## src/rtl/mario_pkg.sv

```systemverilog
// ============================================================================
//  Module      : mario_pkg
//  Description : Shared types and constants for the Mario sprite renderer:
//                pose state encoding, facing encoding, ROM select codes,
//                sprite size and transparency key.
//  Revision    : 1.0 - initial release
// ============================================================================
`default_nettype none

package mario_pkg;

    localparam int          SPRITE_DIM  = 32;
    localparam logic [11:0] TRANSPARENT = 12'hF0F;

    typedef enum logic [1:0] {
        POSE_IDLE   = 2'd0,
        POSE_WALK_A = 2'd1,
        POSE_WALK_B = 2'd2,
        POSE_JUMP   = 2'd3
    } pose_e;

    typedef enum logic {
        FACE_RIGHT = 1'b0,
        FACE_LEFT  = 1'b1
    } facing_e;

    typedef enum logic [2:0] {
        SEL_JR = 3'd0,
        SEL_JL = 3'd1,
        SEL_WR = 3'd2,
        SEL_WL = 3'd3,
        SEL_IR = 3'd4,
        SEL_IL = 3'd5
    } rom_sel_e;

    // WALK_B deliberately shows the idle image so the walk cycle alternates
    // between the walk and idle frames.
    function automatic rom_sel_e pose_to_sel(input pose_e pose, input facing_e facing);
        rom_sel_e sel;
        case (pose)
            POSE_JUMP:   sel = (facing == FACE_LEFT) ? SEL_JL : SEL_JR;
            POSE_WALK_A: sel = (facing == FACE_LEFT) ? SEL_WL : SEL_WR;
            default:     sel = (facing == FACE_LEFT) ? SEL_IL : SEL_IR;
        endcase
        return sel;
    endfunction

endpackage

`default_nettype wire

```

## src/rtl/mario_sprite_renderer_if.sv

```systemverilog
// ============================================================================
//  Module      : mario_sprite_renderer_if
//  Description : Bundle of video timing, Mario position/movement, pose ROM
//                bus and pixel output signals around the sprite renderer.
//                master = video/ROM side, slave = renderer.
//  Revision    : 1.0 - initial release
// ============================================================================
`default_nettype none

interface mario_sprite_renderer_if #(
    parameter int ADDR_W  = 10,
    parameter int COLOR_W = 12
);

    logic [9:0]         h_count;
    logic [9:0]         v_count;
    logic               bright;
    logic               frame_tick;
    logic [9:0]         mario_x;
    logic [9:0]         mario_y;
    logic               move_left;
    logic               move_right;
    logic               airborne;

    logic [ADDR_W-1:0]  rom_addr;
    logic [COLOR_W-1:0] rom_jr;
    logic [COLOR_W-1:0] rom_jl;
    logic [COLOR_W-1:0] rom_wr;
    logic [COLOR_W-1:0] rom_wl;
    logic [COLOR_W-1:0] rom_ir;
    logic [COLOR_W-1:0] rom_il;

    logic [COLOR_W-1:0] pixel;
    logic               pixel_valid;

    modport master (
        output h_count, v_count, bright, frame_tick,
        output mario_x, mario_y, move_left, move_right, airborne,
        input  rom_addr,
        output rom_jr, rom_jl, rom_wr, rom_wl, rom_ir, rom_il,
        input  pixel, pixel_valid
    );

    modport slave (
        input  h_count, v_count, bright, frame_tick,
        input  mario_x, mario_y, move_left, move_right, airborne,
        output rom_addr,
        input  rom_jr, rom_jl, rom_wr, rom_wl, rom_ir, rom_il,
        output pixel, pixel_valid
    );

endinterface

`default_nettype wire

```

## src/rtl/mario_pose_fsm.sv

```systemverilog
// ============================================================================
//  Module      : mario_pose_fsm
//  Description : Facing register, pose FSM (IDLE/WALK_A/WALK_B/JUMP) and walk
//                animation counter. Everything updates on frame_tick only, so
//                the pose is frozen for the whole visible frame. Outputs the
//                3-bit pose ROM select code.
//  Revision    : 1.0 - initial release
// ============================================================================
`default_nettype none

module mario_pose_fsm
    import mario_pkg::*;
#(
    parameter int WALK_TOGGLE = 8
) (
    input  logic     clk,
    input  logic     rst,
    input  logic     frame_tick_i,
    input  logic     move_left_i,
    input  logic     move_right_i,
    input  logic     airborne_i,
    output rom_sel_e sel_o
);

    localparam int CNT_W = (WALK_TOGGLE > 1) ? $clog2(WALK_TOGGLE) : 1;

    pose_e             state_q, state_d;
    facing_e           facing_q, facing_d;
    logic [CNT_W-1:0]  anim_cnt_q, anim_cnt_d;

    logic one_move;
    assign one_move = move_left_i ^ move_right_i;

    // State, facing and animation counter registers
    always_ff @(posedge clk or posedge rst) begin
        if (rst) begin
            state_q    <= POSE_IDLE;
            facing_q   <= FACE_RIGHT;
            anim_cnt_q <= '0;
        end else begin
            state_q    <= state_d;
            facing_q   <= facing_d;
            anim_cnt_q <= anim_cnt_d;
        end
    end

    // Next-state: facing follows a single move bit, airborne wins over walking
    always_comb begin
        state_d    = state_q;
        facing_d   = facing_q;
        anim_cnt_d = anim_cnt_q;
        if (frame_tick_i) begin
            if (move_left_i && !move_right_i) begin
                facing_d = FACE_LEFT;
            end else if (move_right_i && !move_left_i) begin
                facing_d = FACE_RIGHT;
            end

            if (airborne_i) begin
                state_d = POSE_JUMP;
            end else if (one_move) begin
                case (state_q)
                    POSE_WALK_A, POSE_WALK_B: begin
                        if (anim_cnt_q == CNT_W'(WALK_TOGGLE - 1)) begin
                            anim_cnt_d = '0;
                            state_d    = (state_q == POSE_WALK_A) ? POSE_WALK_B : POSE_WALK_A;
                        end else begin
                            anim_cnt_d = anim_cnt_q + 1'b1;
                        end
                    end
                    default: begin
                        state_d    = POSE_WALK_A;
                        anim_cnt_d = '0;
                    end
                endcase
            end else begin
                state_d    = POSE_IDLE;
                anim_cnt_d = '0;
            end
        end
    end

    // Select code decoded from the registered pose and facing
    always_comb begin
        sel_o = pose_to_sel(state_q, facing_q);
    end

endmodule

`default_nettype wire

```

## src/rtl/mario_sprite_renderer.sv

```systemverilog
// ============================================================================
//  Module      : mario_sprite_renderer
//  Description : Mario sprite renderer. Stage 1 forms the shared pose ROM
//                address from the VGA counters and Mario's position, stage 2
//                is the synchronous ROM read, stage 3 picks the pose ROM and
//                applies the transparency key. Counter-to-pixel latency is 3.
//  Revision    : 1.0 - initial release
// ============================================================================
`default_nettype none

module mario_sprite_renderer
    import mario_pkg::*;
#(
    parameter int                 SPRITE_DIM  = mario_pkg::SPRITE_DIM,
    parameter int                 ADDR_W      = 10,
    parameter int                 COLOR_W     = 12,
    parameter logic [COLOR_W-1:0] TRANSPARENT = COLOR_W'(mario_pkg::TRANSPARENT),
    parameter int                 WALK_TOGGLE = 8
) (
    input  logic                    clk,
    input  logic                    rst,
    mario_sprite_renderer_if.slave  bus
);

    localparam int OFS_W = $clog2(SPRITE_DIM);

    rom_sel_e sel;

    mario_pose_fsm #(
        .WALK_TOGGLE (WALK_TOGGLE)
    ) u_pose_fsm (
        .clk          (clk),
        .rst          (rst),
        .frame_tick_i (bus.frame_tick),
        .move_left_i  (bus.move_left),
        .move_right_i (bus.move_right),
        .airborne_i   (bus.airborne),
        .sel_o        (sel)
    );

    // ------------------------------------------------------------------
    // Stage 1: sprite-relative offsets. Computed one bit wider so a
    // counter left of / above Mario goes negative (huge unsigned) instead
    // of wrapping back into the box.
    // ------------------------------------------------------------------
    logic [10:0]        dx, dy;
    logic               in_box;
    logic [ADDR_W-1:0]  rom_addr_d;

    assign dx     = {1'b0, bus.h_count} - {1'b0, bus.mario_x};
    assign dy     = {1'b0, bus.v_count} - {1'b0, bus.mario_y};
    assign in_box = bus.bright && (dx < 11'(SPRITE_DIM)) && (dy < 11'(SPRITE_DIM));

    // Row-major address: dy * SPRITE_DIM + dx, as a concatenation
    assign rom_addr_d = in_box ? ADDR_W'({dy[OFS_W-1:0], dx[OFS_W-1:0]}) : '0;

    logic [ADDR_W-1:0]  rom_addr_q;
    logic               in_box_d1_q, in_box_d2_q;
    rom_sel_e           sel_d1_q, sel_d2_q;

    // Stage 1 register: ROM address plus in-box flag and pose select
    always_ff @(posedge clk or posedge rst) begin
        if (rst) begin
            rom_addr_q  <= '0;
            in_box_d1_q <= 1'b0;
            sel_d1_q    <= SEL_IR;
        end else begin
            rom_addr_q  <= rom_addr_d;
            in_box_d1_q <= in_box;
            sel_d1_q    <= sel;
        end
    end

    // Stage 2 register: carry in-box and select alongside the ROM read
    always_ff @(posedge clk or posedge rst) begin
        if (rst) begin
            in_box_d2_q <= 1'b0;
            sel_d2_q    <= SEL_IR;
        end else begin
            in_box_d2_q <= in_box_d1_q;
            sel_d2_q    <= sel_d1_q;
        end
    end

    // ------------------------------------------------------------------
    // Stage 3: pick the pose ROM that was addressed for this pixel and
    // apply the colour key.
    // ------------------------------------------------------------------
    logic [COLOR_W-1:0] rom_data;
    logic [COLOR_W-1:0] pixel_d, pixel_q;
    logic               pixel_valid_d, pixel_valid_q;

    // Pose ROM data mux driven by the delayed select
    always_comb begin
        rom_data = bus.rom_ir;
        case (sel_d2_q)
            SEL_JR:  rom_data = bus.rom_jr;
            SEL_JL:  rom_data = bus.rom_jl;
            SEL_WR:  rom_data = bus.rom_wr;
            SEL_WL:  rom_data = bus.rom_wl;
            SEL_IR:  rom_data = bus.rom_ir;
            SEL_IL:  rom_data = bus.rom_il;
            default: rom_data = bus.rom_ir;
        endcase
    end

    // Transparency key: the key colour means no Mario pixel here
    always_comb begin
        pixel_valid_d = in_box_d2_q && (rom_data != TRANSPARENT);
        pixel_d       = pixel_valid_d ? rom_data : '0;
    end

    // Stage 3 register: final colour and opaque flag
    always_ff @(posedge clk or posedge rst) begin
        if (rst) begin
            pixel_q       <= '0;
            pixel_valid_q <= 1'b0;
        end else begin
            pixel_q       <= pixel_d;
            pixel_valid_q <= pixel_valid_d;
        end
    end

    assign bus.rom_addr    = rom_addr_q;
    assign bus.pixel       = pixel_q;
    assign bus.pixel_valid = pixel_valid_q;

endmodule

`default_nettype wire

```

## src/flat_wrapper.sv

```systemverilog
// flat-port wrapper written by rule: the top's interface ports become plain ports
module mario_sprite_renderer_flat import mario_pkg::*;
#(
    parameter int                 SPRITE_DIM  = mario_pkg::SPRITE_DIM,
    parameter int                 ADDR_W      = 10,
    parameter int                 COLOR_W     = 12,
    parameter logic [COLOR_W-1:0] TRANSPARENT = COLOR_W'(mario_pkg::TRANSPARENT),
    parameter int                 WALK_TOGGLE = 8
)
  (clk, rst, bus_h_count, bus_v_count, bus_bright, bus_frame_tick, bus_mario_x, bus_mario_y, bus_move_left, bus_move_right, bus_airborne, bus_rom_addr, bus_rom_jr, bus_rom_jl, bus_rom_wr, bus_rom_wl, bus_rom_ir, bus_rom_il, bus_pixel, bus_pixel_valid);
  mario_sprite_renderer_if #(.ADDR_W(ADDR_W), .COLOR_W(COLOR_W)) bus_i ();
  input  logic clk;
  input  logic rst;
  input wire logic [$bits(bus_i.h_count)-1:0] bus_h_count;
  input wire logic [$bits(bus_i.v_count)-1:0] bus_v_count;
  input wire logic [$bits(bus_i.bright)-1:0] bus_bright;
  input wire logic [$bits(bus_i.frame_tick)-1:0] bus_frame_tick;
  input wire logic [$bits(bus_i.mario_x)-1:0] bus_mario_x;
  input wire logic [$bits(bus_i.mario_y)-1:0] bus_mario_y;
  input wire logic [$bits(bus_i.move_left)-1:0] bus_move_left;
  input wire logic [$bits(bus_i.move_right)-1:0] bus_move_right;
  input wire logic [$bits(bus_i.airborne)-1:0] bus_airborne;
  output wire logic [$bits(bus_i.rom_addr)-1:0] bus_rom_addr;
  input wire logic [$bits(bus_i.rom_jr)-1:0] bus_rom_jr;
  input wire logic [$bits(bus_i.rom_jl)-1:0] bus_rom_jl;
  input wire logic [$bits(bus_i.rom_wr)-1:0] bus_rom_wr;
  input wire logic [$bits(bus_i.rom_wl)-1:0] bus_rom_wl;
  input wire logic [$bits(bus_i.rom_ir)-1:0] bus_rom_ir;
  input wire logic [$bits(bus_i.rom_il)-1:0] bus_rom_il;
  output wire logic [$bits(bus_i.pixel)-1:0] bus_pixel;
  output wire logic [$bits(bus_i.pixel_valid)-1:0] bus_pixel_valid;
  assign bus_i.h_count = bus_h_count;
  assign bus_i.v_count = bus_v_count;
  assign bus_i.bright = bus_bright;
  assign bus_i.frame_tick = bus_frame_tick;
  assign bus_i.mario_x = bus_mario_x;
  assign bus_i.mario_y = bus_mario_y;
  assign bus_i.move_left = bus_move_left;
  assign bus_i.move_right = bus_move_right;
  assign bus_i.airborne = bus_airborne;
  assign bus_rom_addr = bus_i.rom_addr;
  assign bus_i.rom_jr = bus_rom_jr;
  assign bus_i.rom_jl = bus_rom_jl;
  assign bus_i.rom_wr = bus_rom_wr;
  assign bus_i.rom_wl = bus_rom_wl;
  assign bus_i.rom_ir = bus_rom_ir;
  assign bus_i.rom_il = bus_rom_il;
  assign bus_pixel = bus_i.pixel;
  assign bus_pixel_valid = bus_i.pixel_valid;
  mario_sprite_renderer #(.SPRITE_DIM(SPRITE_DIM), .ADDR_W(ADDR_W), .COLOR_W(COLOR_W), .TRANSPARENT(TRANSPARENT), .WALK_TOGGLE(WALK_TOGGLE)) u_core (.clk(clk), .rst(rst), .bus(bus_i));
endmodule
```

## config.mk

```make
export PLATFORM = sky130hd
export DESIGN_NAME = mario_sprite_renderer_flat
export DESIGN_NICKNAME = d
export VERILOG_FILES = /design/src/rtl/mario_pkg.sv /design/src/rtl/mario_sprite_renderer_if.sv /design/src/rtl/mario_pose_fsm.sv /design/src/rtl/mario_sprite_renderer.sv /design/src/flat_wrapper.sv
export SDC_FILE = /design/constraint.sdc
export NUM_CORES = 1
export LEC_CHECK = 0
export ABC_AREA = 0
export ABC_CLOCK_PERIOD_IN_PS = 2400
export CAP_MARGIN = 20
export CORE_UTILIZATION = 43
export CTS_CLUSTER_DIAMETER = 60
export DETAILED_ROUTE_END_ITERATION = 10
export GPL_ROUTABILITY_DRIVEN = 0
export PLACE_DENSITY = 0.92
export SLEW_MARGIN = 20
export SYNTH_ARGS = -nofsm -noshare
export SYNTH_HDL_FRONTEND = slang
export SYNTH_HIERARCHICAL = 1
export SYNTH_SLANG_ARGS = --single-unit
```

## constraint.sdc

```tcl
create_clock -name clk -period 2.4 [get_ports clk]
set_input_delay 0.24 -clock clk [delete_from_list [all_inputs] [get_ports clk]]
set_output_delay 0.24 -clock clk [all_outputs]
set_load 0.05 [all_outputs]
```

# Yosys cells after proc, flatten, opt, wreduce, memory -nomap -nowiden
# Cells that the tools add are included.
# word_totals
register_bits,37
output_inout_bits,23
word_cells,57
# classes
addsub,3
order_cmp,2
eq_ne,10
n_mux,17
n_bitwise,2
reduce_logical,13
# ops
op,count
$pmux W12 S5,1
$lt A11 B6 Y1 const B,2
$sub A10 B10 Y11,2
$mux W12,1
$ne A12 B12 Y1 const B,1
$mux W10,1
$mux W2,5
$mux W3,3
$eq A3 B2 Y1 const B,2
$eq A3 B3 Y1 const B,2
$pmux W3 S2,1
$reduce_and A2 Y1,3
$logic_and A1 B1 Y1,5
$mux W1,5
$eq A2 B2 Y1 const B,2
$ne A4 B4 Y1 const B,1
$add A3 B1 Y3 const B,1
$eq A3 B1 Y1 const B,1
$logic_not A3 Y1,1
$eq A2 B1 Y1 const B,1
$logic_not A1 Y1,2
$reduce_bool A2 Y1,1
$reduce_or A2 Y1,1
$not A1 Y1,1
$xor A1 B1 Y1,1

# Depth between registers and ports, before layout
# Gate-level depths: netlist of run 1.
# logic_depth
ltp_word,6
depth_mapped,11

# Hierarchy
# The synthesis of run 1 kept the hierarchy.
# modules_own_cells
mod,n_inst,cells_per_inst,area_per_inst_um2,seq_area_each_um2
mario_sprite_renderer,1,310,2821.5,778.2
mario_pose_fsm,1,34,372.9,150.1

# Worst setup path after synthesis of run 1
# No wires, ideal clock.
# synth_path
path_kind,input -> register
start,input bus_h_count[0]
end,"register u_core.rom_addr_q[0], in the netlist u_core/bus.rom_addr[0]"
setup_ns,0.096
arrival_time_ns,2.326
slack_ns,-0.021
cell_stages,11
cell_sequence,inv_1 -> ha_1 -> inv_1 -> fa_1 -> a21o_2 -> a221oi_2 -> xor2_1 -> o2111ai_1 -> or3_1 -> buf_6 -> nor4_2
# synth_via
elab_chain_len,5
# synth_lines
element,line,text
from (decl),flat_wrapper.sv:14,input wire logic [$bits(bus_i.h_count)-1:0] bus_h_count;
$sub A10 B10 Y11 (*),mario_sprite_renderer.sv:50,"assign dx = {1'b0, bus.h_count} - {1'b0, bus.mario_x};"
$lt A11 B6 Y1,mario_sprite_renderer.sv:52,assign in_box = bus.bright && (dx < 11'(SPRITE_DIM)) && (dy < 11'(SPRITE_DIM));
$logic_and A1 B1 Y1 (2 in series),mario_sprite_renderer.sv:52,
$mux W10 (*),mario_sprite_renderer.sv:55,"assign rom_addr_d = in_box ? ADDR_W'({dy[OFS_W-1:0], dx[OFS_W-1:0]}) : '0;"
via u_core.rom_addr_d[0],mario_sprite_renderer.sv:48,logic [ADDR_W-1:0] rom_addr_d;
to (signal assigned),mario_sprite_renderer.sv:68,rom_addr_q <= rom_addr_d;
to (decl),mario_sprite_renderer.sv:57,logic [ADDR_W-1:0] rom_addr_q;
# Mark *: on every way through the listed nets, which the timed path passes. The rest lies on a longest branch.
# A chain may end at the register's enable or synchronous reset.

# Final worst setup path of run 1
# layout_path
start,input bus_h_count[0]
end,"register u_core.rom_addr_q[1], in the netlist u_core/bus.rom_addr[1]"
# Same word-level chain as after synthesis.

==> impl_results.md, run 1 <==
- First-pass GRT wire length: between 15000 and 20000 um
- Gr ovfl total: 0
- I/O Buffers: roughly 140
- Post-Synthesis Cell Area: approximately 3200 um^2
- CORE AREA: ~7200 um^2
- Worst endpoint data arrival time: around 2600 ps
- Initial drt markers: 204
- Area delta synth->final: 71.52%
- Critical path's slowest cell: fa_2
- CTS tree: done
- Seq/Total Area, Yosys: 0.2906
- Starting Density: 0.4428
- Syn_nets: slightly below 500
- N_diodes: 0
- Commonest non-fill, non-tap cell in the layout: clkdlybuf4s50_1
- Antenna violations before repair: 0
- Layout cells sized above 1: 0.2477
- GRT Util Overall: 0.2740
- Worst Slack Setup Final: -49.87 ps
- Asr flop ratio synth: 1.000
- Fin. max-slew vios: 0
- Final Hold Vio Count: 0
- Synth Register Bits: 37
- Mapped Cells: roughly 340
- Largest stage delay, worst path: around 340 ps
- CP Cell Sequence: buf_6, inv_4, ha_4, inv_2, fa_2, a21o_4, a221oi_4, and2b_2, nand3b_1, nand4_1, buf_6, nor4_2
- Worst Setup End Kind: flop
- Hold_ws: 192.7 ps
- Sink Count: 37
- Post-synth EDFFs: 0
- Min Tclk post-route: between 2000 and 2500 ps
- Synth cell types: 61
- Setup violators final: 6
- Vias: roughly 3600
- Avg Cell Area, Syn: a little over 9 um^2
- CP Buf/Inv Count: 4
- Status: finished, violations left
- Rows: 31
- Clk buf depth: 2
- H-tree depth: 2
- Leakage power: 2.463 nW
- Kind of critical path: input port to flop
- Worst R2R Start: u_core/sel_d2_q[2]
- Clk_lat worst skew: about 280 ps
- Crit path from: bus_h_count[0]
- I/O pin total: roughly 140
- Antenna Nets Post-Route: 0
- Top post-synthesis cells by area: dfrtp_1 (27%), ha_1 (10%), mux2i_1 (4.4%)
- Post-route setup TNS: -152.5 ps
- Yosys Warn Count: 6
- Final #Nets: slightly below 700
- CP most frequent cell: buf_6
- Number of max-cap violations: 0
- Total CTS buffers: 5
- RSZ-0062 raised after global routing: yes
- Worst r2r path cells: 8
- Pwr/cell area: 446.2 nW/um^2
- Worst Tran Pin Value: approximately 580 ps
- Wirelength, routed: around 12000 um
- Reg2reg end: u_core/bus.pixel[0]
- Setup crit start kind: input port
- Post-synth top flop: dfrtp_1
- Largest area contributor in the netlist: dfrtp_1
- Final worst path period share: 1.021
- Worst Skew: ~5.5 ps
- WP data required: 2570 ps
- Largest net degree at the start of global routing: 32
- Failing checks: setup timing
- Highest Clock Rate: just over 400 MHz
- Peak fanout along the critical path: 5
- HPWL Detailed: 8192 um
- Max IR drop VDD: approximately 0.24 mV
- Die area: 7777 um^2
- Cts hold-fix bufs: 0
- Die extent in x: 88.19 um
- Avg Vias per Cell: around 5.7
- DRT Pass-1 Iters: 5
- Top cell type's share of synthesized area: 0.2742
- Die height: around 88 um
- CP delay by family, top: simple AND/OR/NAND/NOR gates
- Clock root buffer: clkbuf_8
- Residual DRC: 0
- CTS clk-pin slew, worst paths: 70 ps
- Tightest Hold Check Type: input port to async pin
- Most frequent cells in the layout: clkdlybuf4s50_1 (125), buf_4 (54), dfrtp_1 (35), inv_1 (25), nand2_1 (24)
- Wire per inst: roughly 19 um
- Reg2reg setup slack: 140 ps
- Relative slew slack: 0.6141
- Vias in the first global route: 3644
==> worst register-to-register path: stages (launching register included) <==
cell and delay (ps):
dfstp_2 660, nand2b_1 210, a211oi_1 80, a221oi_1 290, buf_4 190, o2111ai_2 160, nor4_4 280, buf_4 200
nor3b_1 70
==> timing repair <==
action / 4_1_cts / 5_1_grt
pin swaps: 23 / 19
gates resized for setup: 25 / 56
cloned: 1 / 0
setup endpoints to repair: 19 / 19
setup buffers: 7 / 7
==> where the power goes <==
group          switching (mW)  total [mW]  leakage, nW  internal (mW)
registers              0.0434       0.714        0.499          0.670
clock network           0.212       0.440       0.0443          0.228
logic                   0.646        1.29         1.92          0.645
total                   0.901        2.44         2.46           1.54
==> metrics by stage <==
step	util	power, mW	cells	setup WS, ps	cell area [um^2]
floorplan	-	1.378	344	13.31	3197
global placement	0.6908	1.783	616	-523.0	4984
detailed placement	0.6908	1.835	616	-642.2	4984
CTS	0.7216	2.307	631	4.382	5206
global route	0.7595	2.561	636	-118.7	5479
finish	0.7595	2.445	636	-49.87	5479
==> logic make-up after synthesis <==
family,count (synthesis),synth area share
flip-flops,37,0.2906
AO/OA/AOI/OAI,91,0.2119
buffers and inverters,50,0.07285
multiplexers,22,0.07912
adder cells (fa/ha/maj),28,0.1144
AND/OR/NAND/NOR,109,0.2119
XOR/XNOR,7,0.01919
==> state kept, by name, indices dropped and copies added, names as in the netlist, 2 cells and up <==
register and count:
u_core/sel_d1_q 3, u_core/u_pose_fsm/state_q 2, u_core/u_pose_fsm/anim_cnt_q 3, u_core/bus.rom_addr 10
u_core/sel_d2_q 3, u_core/bus.pixel 12
==> synthesized netlist by cell type (3+ instances only) <==
cell and count:
dfrtp_1 35, inv_1 34, ha_1 26, nand2_1 24, a21oi_1 18, nor2_1 17, mux2i_1 14, nor2b_1 12
nor4_2 9, o21ai_0 9, a221oi_1 8, a21o_1 7, a22oi_1 6, buf_2 6, mux2_2 6, o2111ai_1 6
o211ai_1 6, a211oi_1 5, nand2b_1 5, nand3_1 5, nand3b_1 5, nand4_1 5, nor3_1 5, a31oi_1 4
and3_1 4, buf_4 4, xnor2_1 4, and2b_1 3, buf_6 3, o21a_1 3, xor2_1 3
==> worst max-delay path by stage <==
stage	end	depth (start not counted)
finish	u_core/bus.rom_addr[1]	12
global placement	u_core/bus.rom_addr[2]	11
floorplan	u_core/bus.rom_addr[0]	11
CTS	u_core/in_box_d1_q	12
global route	u_core/bus.rom_addr[8]	10
detailed placement	u_core/bus.rom_addr[2]	11
==> area by class of cell <==
cell class	count	area [um^2]
clock buffers	7	86.33
fillers	456	1735
inverters	35	133.9
multi-input cells	257	2300
flip-flops and latches	37	928.4
well taps	99	123.9
repair buffers	201	1907
==> layer usage <==
metal  vias to the layer above  GRT usage  share of wire
li1                       1653          -              -
met1                      1699     0.2877           0.36
met2                       201     0.5154           0.52
met3                        49    0.05184          0.074
met4                         0     0.1408          0.046
met5                         -          0              0
Note: power is estimated with default switching activity, not from simulation.
==> run 2: changes to the inputs <==
Settings changed: REMOVE_ABC_BUFFERS from default to 1.
==> impl_results.md, run 2 (synthesis results as in run 1) <==
- Tightest Hold Check Type: input port to async pin
- GRT Util Overall: 0.2556
- Sequential Power Share: 0.299
- Fill count: ~480
- H-tree depth: 2
- Worst Tran Pin Value: between 500 and 600 ps
- Area of the multi-input gates: 2308 um^2
- Total CTS buffers: 5
- Wire per inst: between 15 and 20 um
- Largest stage delay, worst path: between 400 and 500 ps
- Comb power frac: 0.521
- Cells after DPL: between 600 and 700
- CP Cell Sequence: buf_6, inv_4, ha_4, inv_2, fa_2, a21o_4, a221oi_4, xor2_1, o2111ai_2, or3_4, buf_8, nor4_4
- Vias in the first global route: between 3000 and 4000
- Worst Setup End Kind: flop
- Area delta synth->final: 72.86%
- Number of max-cap violations: 0
- Starting Density: 0.4428
- Reg area: between 900 and 1000 um^2
- Min Tclk post-route: between 2000 and 2500 ps
- Total chip power: ~2.4 mW
- Clk_lat worst skew: roughly 300 ps
- Highest Clock Rate: roughly 420 MHz
- RSZ-0062 raised after global routing: yes
- Pwr/cell area: 431.5 nW/um^2
- Post-route insts no fill: roughly 640
- Sink Count: 37
- Die extent in x: about 88 um
- Worst R2R Start: u_core/sel_d2_q[1]
- Avg Vias per Cell: between 5 and 6
- Residual DRC: 0
- Peak fanout along the critical path: 5
- Die area: 7777 um^2
- Commonest non-fill, non-tap cell in the layout: clkdlybuf4s50_1
- I/O pin total: about 140
- First-pass GRT wire length: 15320 um
- Clk buf depth: 2
- WP data required: between 2000 and 3000 ps
- Fin util: 0.7653
- Switch share: 0.3671
- Critical path's slowest cell: or3_4
- Largest net degree at the start of global routing: 32
- Most frequent cells in the layout: clkdlybuf4s50_1 (125), buf_4 (54), dfrtp_1 (35), inv_1 (25), nand2_1 (24)
- Antenna Nets Post-Route: 0
- Worst Skew: 9.652 ps
- Initial drt markers: 90
- Final #Nets: roughly 700
- Layout cells sized above 1: 0.2574
- Die height: between 80 and 90 um
- Clock root buffer: clkbuf_8
- Gr ovfl total: 0
- Leakage power: around 2.5 nW
- Worst r2r path cells: 8
- CTS tree: done
- Setup violators final: 0
- Post-route setup TNS: 0 ps
- Rows: 31
- P_sw: 0.8748 mW
- Relative slew slack: 0.6181
- CP delay by family, top: simple AND/OR/NAND/NOR gates
- Max reg flops: 12
- HPWL Detailed: slightly below 8000 um
- Antenna violations before repair: 0
- CP Buf/Inv Count: 4
- Reg2reg end: u_core/bus.pixel[3]
- Internal cell power: about 1.5 mW
- Fin. max-slew vios: 0
- Final Hold Vio Count: 0
- Worst endpoint data arrival time: between 2000 and 3000 ps
- CTS clk-pin slew, worst paths: about 80 ps
- Wirelength, routed: between 10000 and 15000 um
- N_diodes: 0
- Reg2reg setup slack: 130 ps
- Clk pwr share: 0.180
- Vias: about 3500
- DRT Pass-1 Iters: 4
- Kind of critical path: input port to flop
- Setup crit start kind: input port
- CORE AREA: approximately 7200 um^2
- Status: finished, final reports clean
- Final worst path period share: 0.9944
- I/O Buffers: between 100 and 150
- Max IR drop VDD: ~0.26 mV
## run 2: changes by cell type in the layout (fill, tap and decap cells not counted), sizes merged
cell / previous run / this run
clkinvlp: 0 / 2
clkinv: 1 / 2
buf: 61 / 63
clkbuf: 8 / 7
dlygate4sd2: 2 / 1
## run 2: timing repair
item                                    CTS  global route
resized for setup                        37            56
endpoints found under the setup margin   11            18
hold buffers                              0             0
cloned                                    2             1
buffers inserted                          5             5
pin swaps                                21            19
## run 2: metal layers
| metal | global-route usage | vias up | part of all wire |
|---|---|---|---|
| li1 | - | 1657 | - |
| met3 | 0.06126 | 32 | 0.082 |
| met4 | 0.09971 | 0 | 0.029 |
| met5 | 0 | - | 0 |
| met1 | 0.2606 | 1634 | 0.35 |
| met2 | 0.4958 | 145 | 0.54 |
## run 2: power groups by stage
stage | combinational, mW | clock [mW] | sequential, mW
2_1_floorplan | 0.583 | 0 | 0.747
3_3_place_gp | 1.05 | 0 | 0.718
3_5_place_dp | 1.10 | 0 | 0.721
4_1_cts | 1.15 | 0.434 | 0.709
5_1_grt | 1.35 | 0.465 | 0.718
6_report | 1.24 | 0.429 | 0.712
## run 2: worst max-delay path by stage
| stage | startpoint | to | slack, ps | cells after the start |
|---|---|---|---|---|
| finish | bus_h_count[0] | u_core/bus.rom_addr[2] | 10 | 12 |
| global route | bus_h_count[0] | u_core/bus.rom_addr[2] | -90 | 12 |
| CTS | bus_mario_x[4] | u_core/bus.rom_addr[2] | 0.7 | 10 |
| detailed placement | bus_v_count[0] | u_core/bus.rom_addr[2] | -740 | 11 |
| global placement | bus_mario_x[0] | u_core/bus.rom_addr[4] | -570 | 11 |
| floorplan | bus_h_count[0] | u_core/in_box_d1_q | -560 | 10 |
## run 2: area by class of cell
class | count | share of cell area
well taps | 99 | 0.02243
flip-flops and latches | 37 | 0.1681
clock inverters | 3 | 0.003172
repair buffers | 203 | 0.3503
clock buffers | 5 | 0.01246
multi-input cells | 257 | 0.4181
inverters | 35 | 0.02538
## run 2: metrics by stage
stage | area, um^2 | worst slack [ps] | hold WS [ps]
after floorplan | 3093 | -563.2 | 30.96
after global placement | 5009 | -573.1 | 336.6
after detailed placement | 5009 | -740.1 | 345.1
after CTS | 5266 | 0.6846 | 186.3
after global routing | 5522 | -88.22 | 218.4
final | 5522 | 13.37 | 185.9
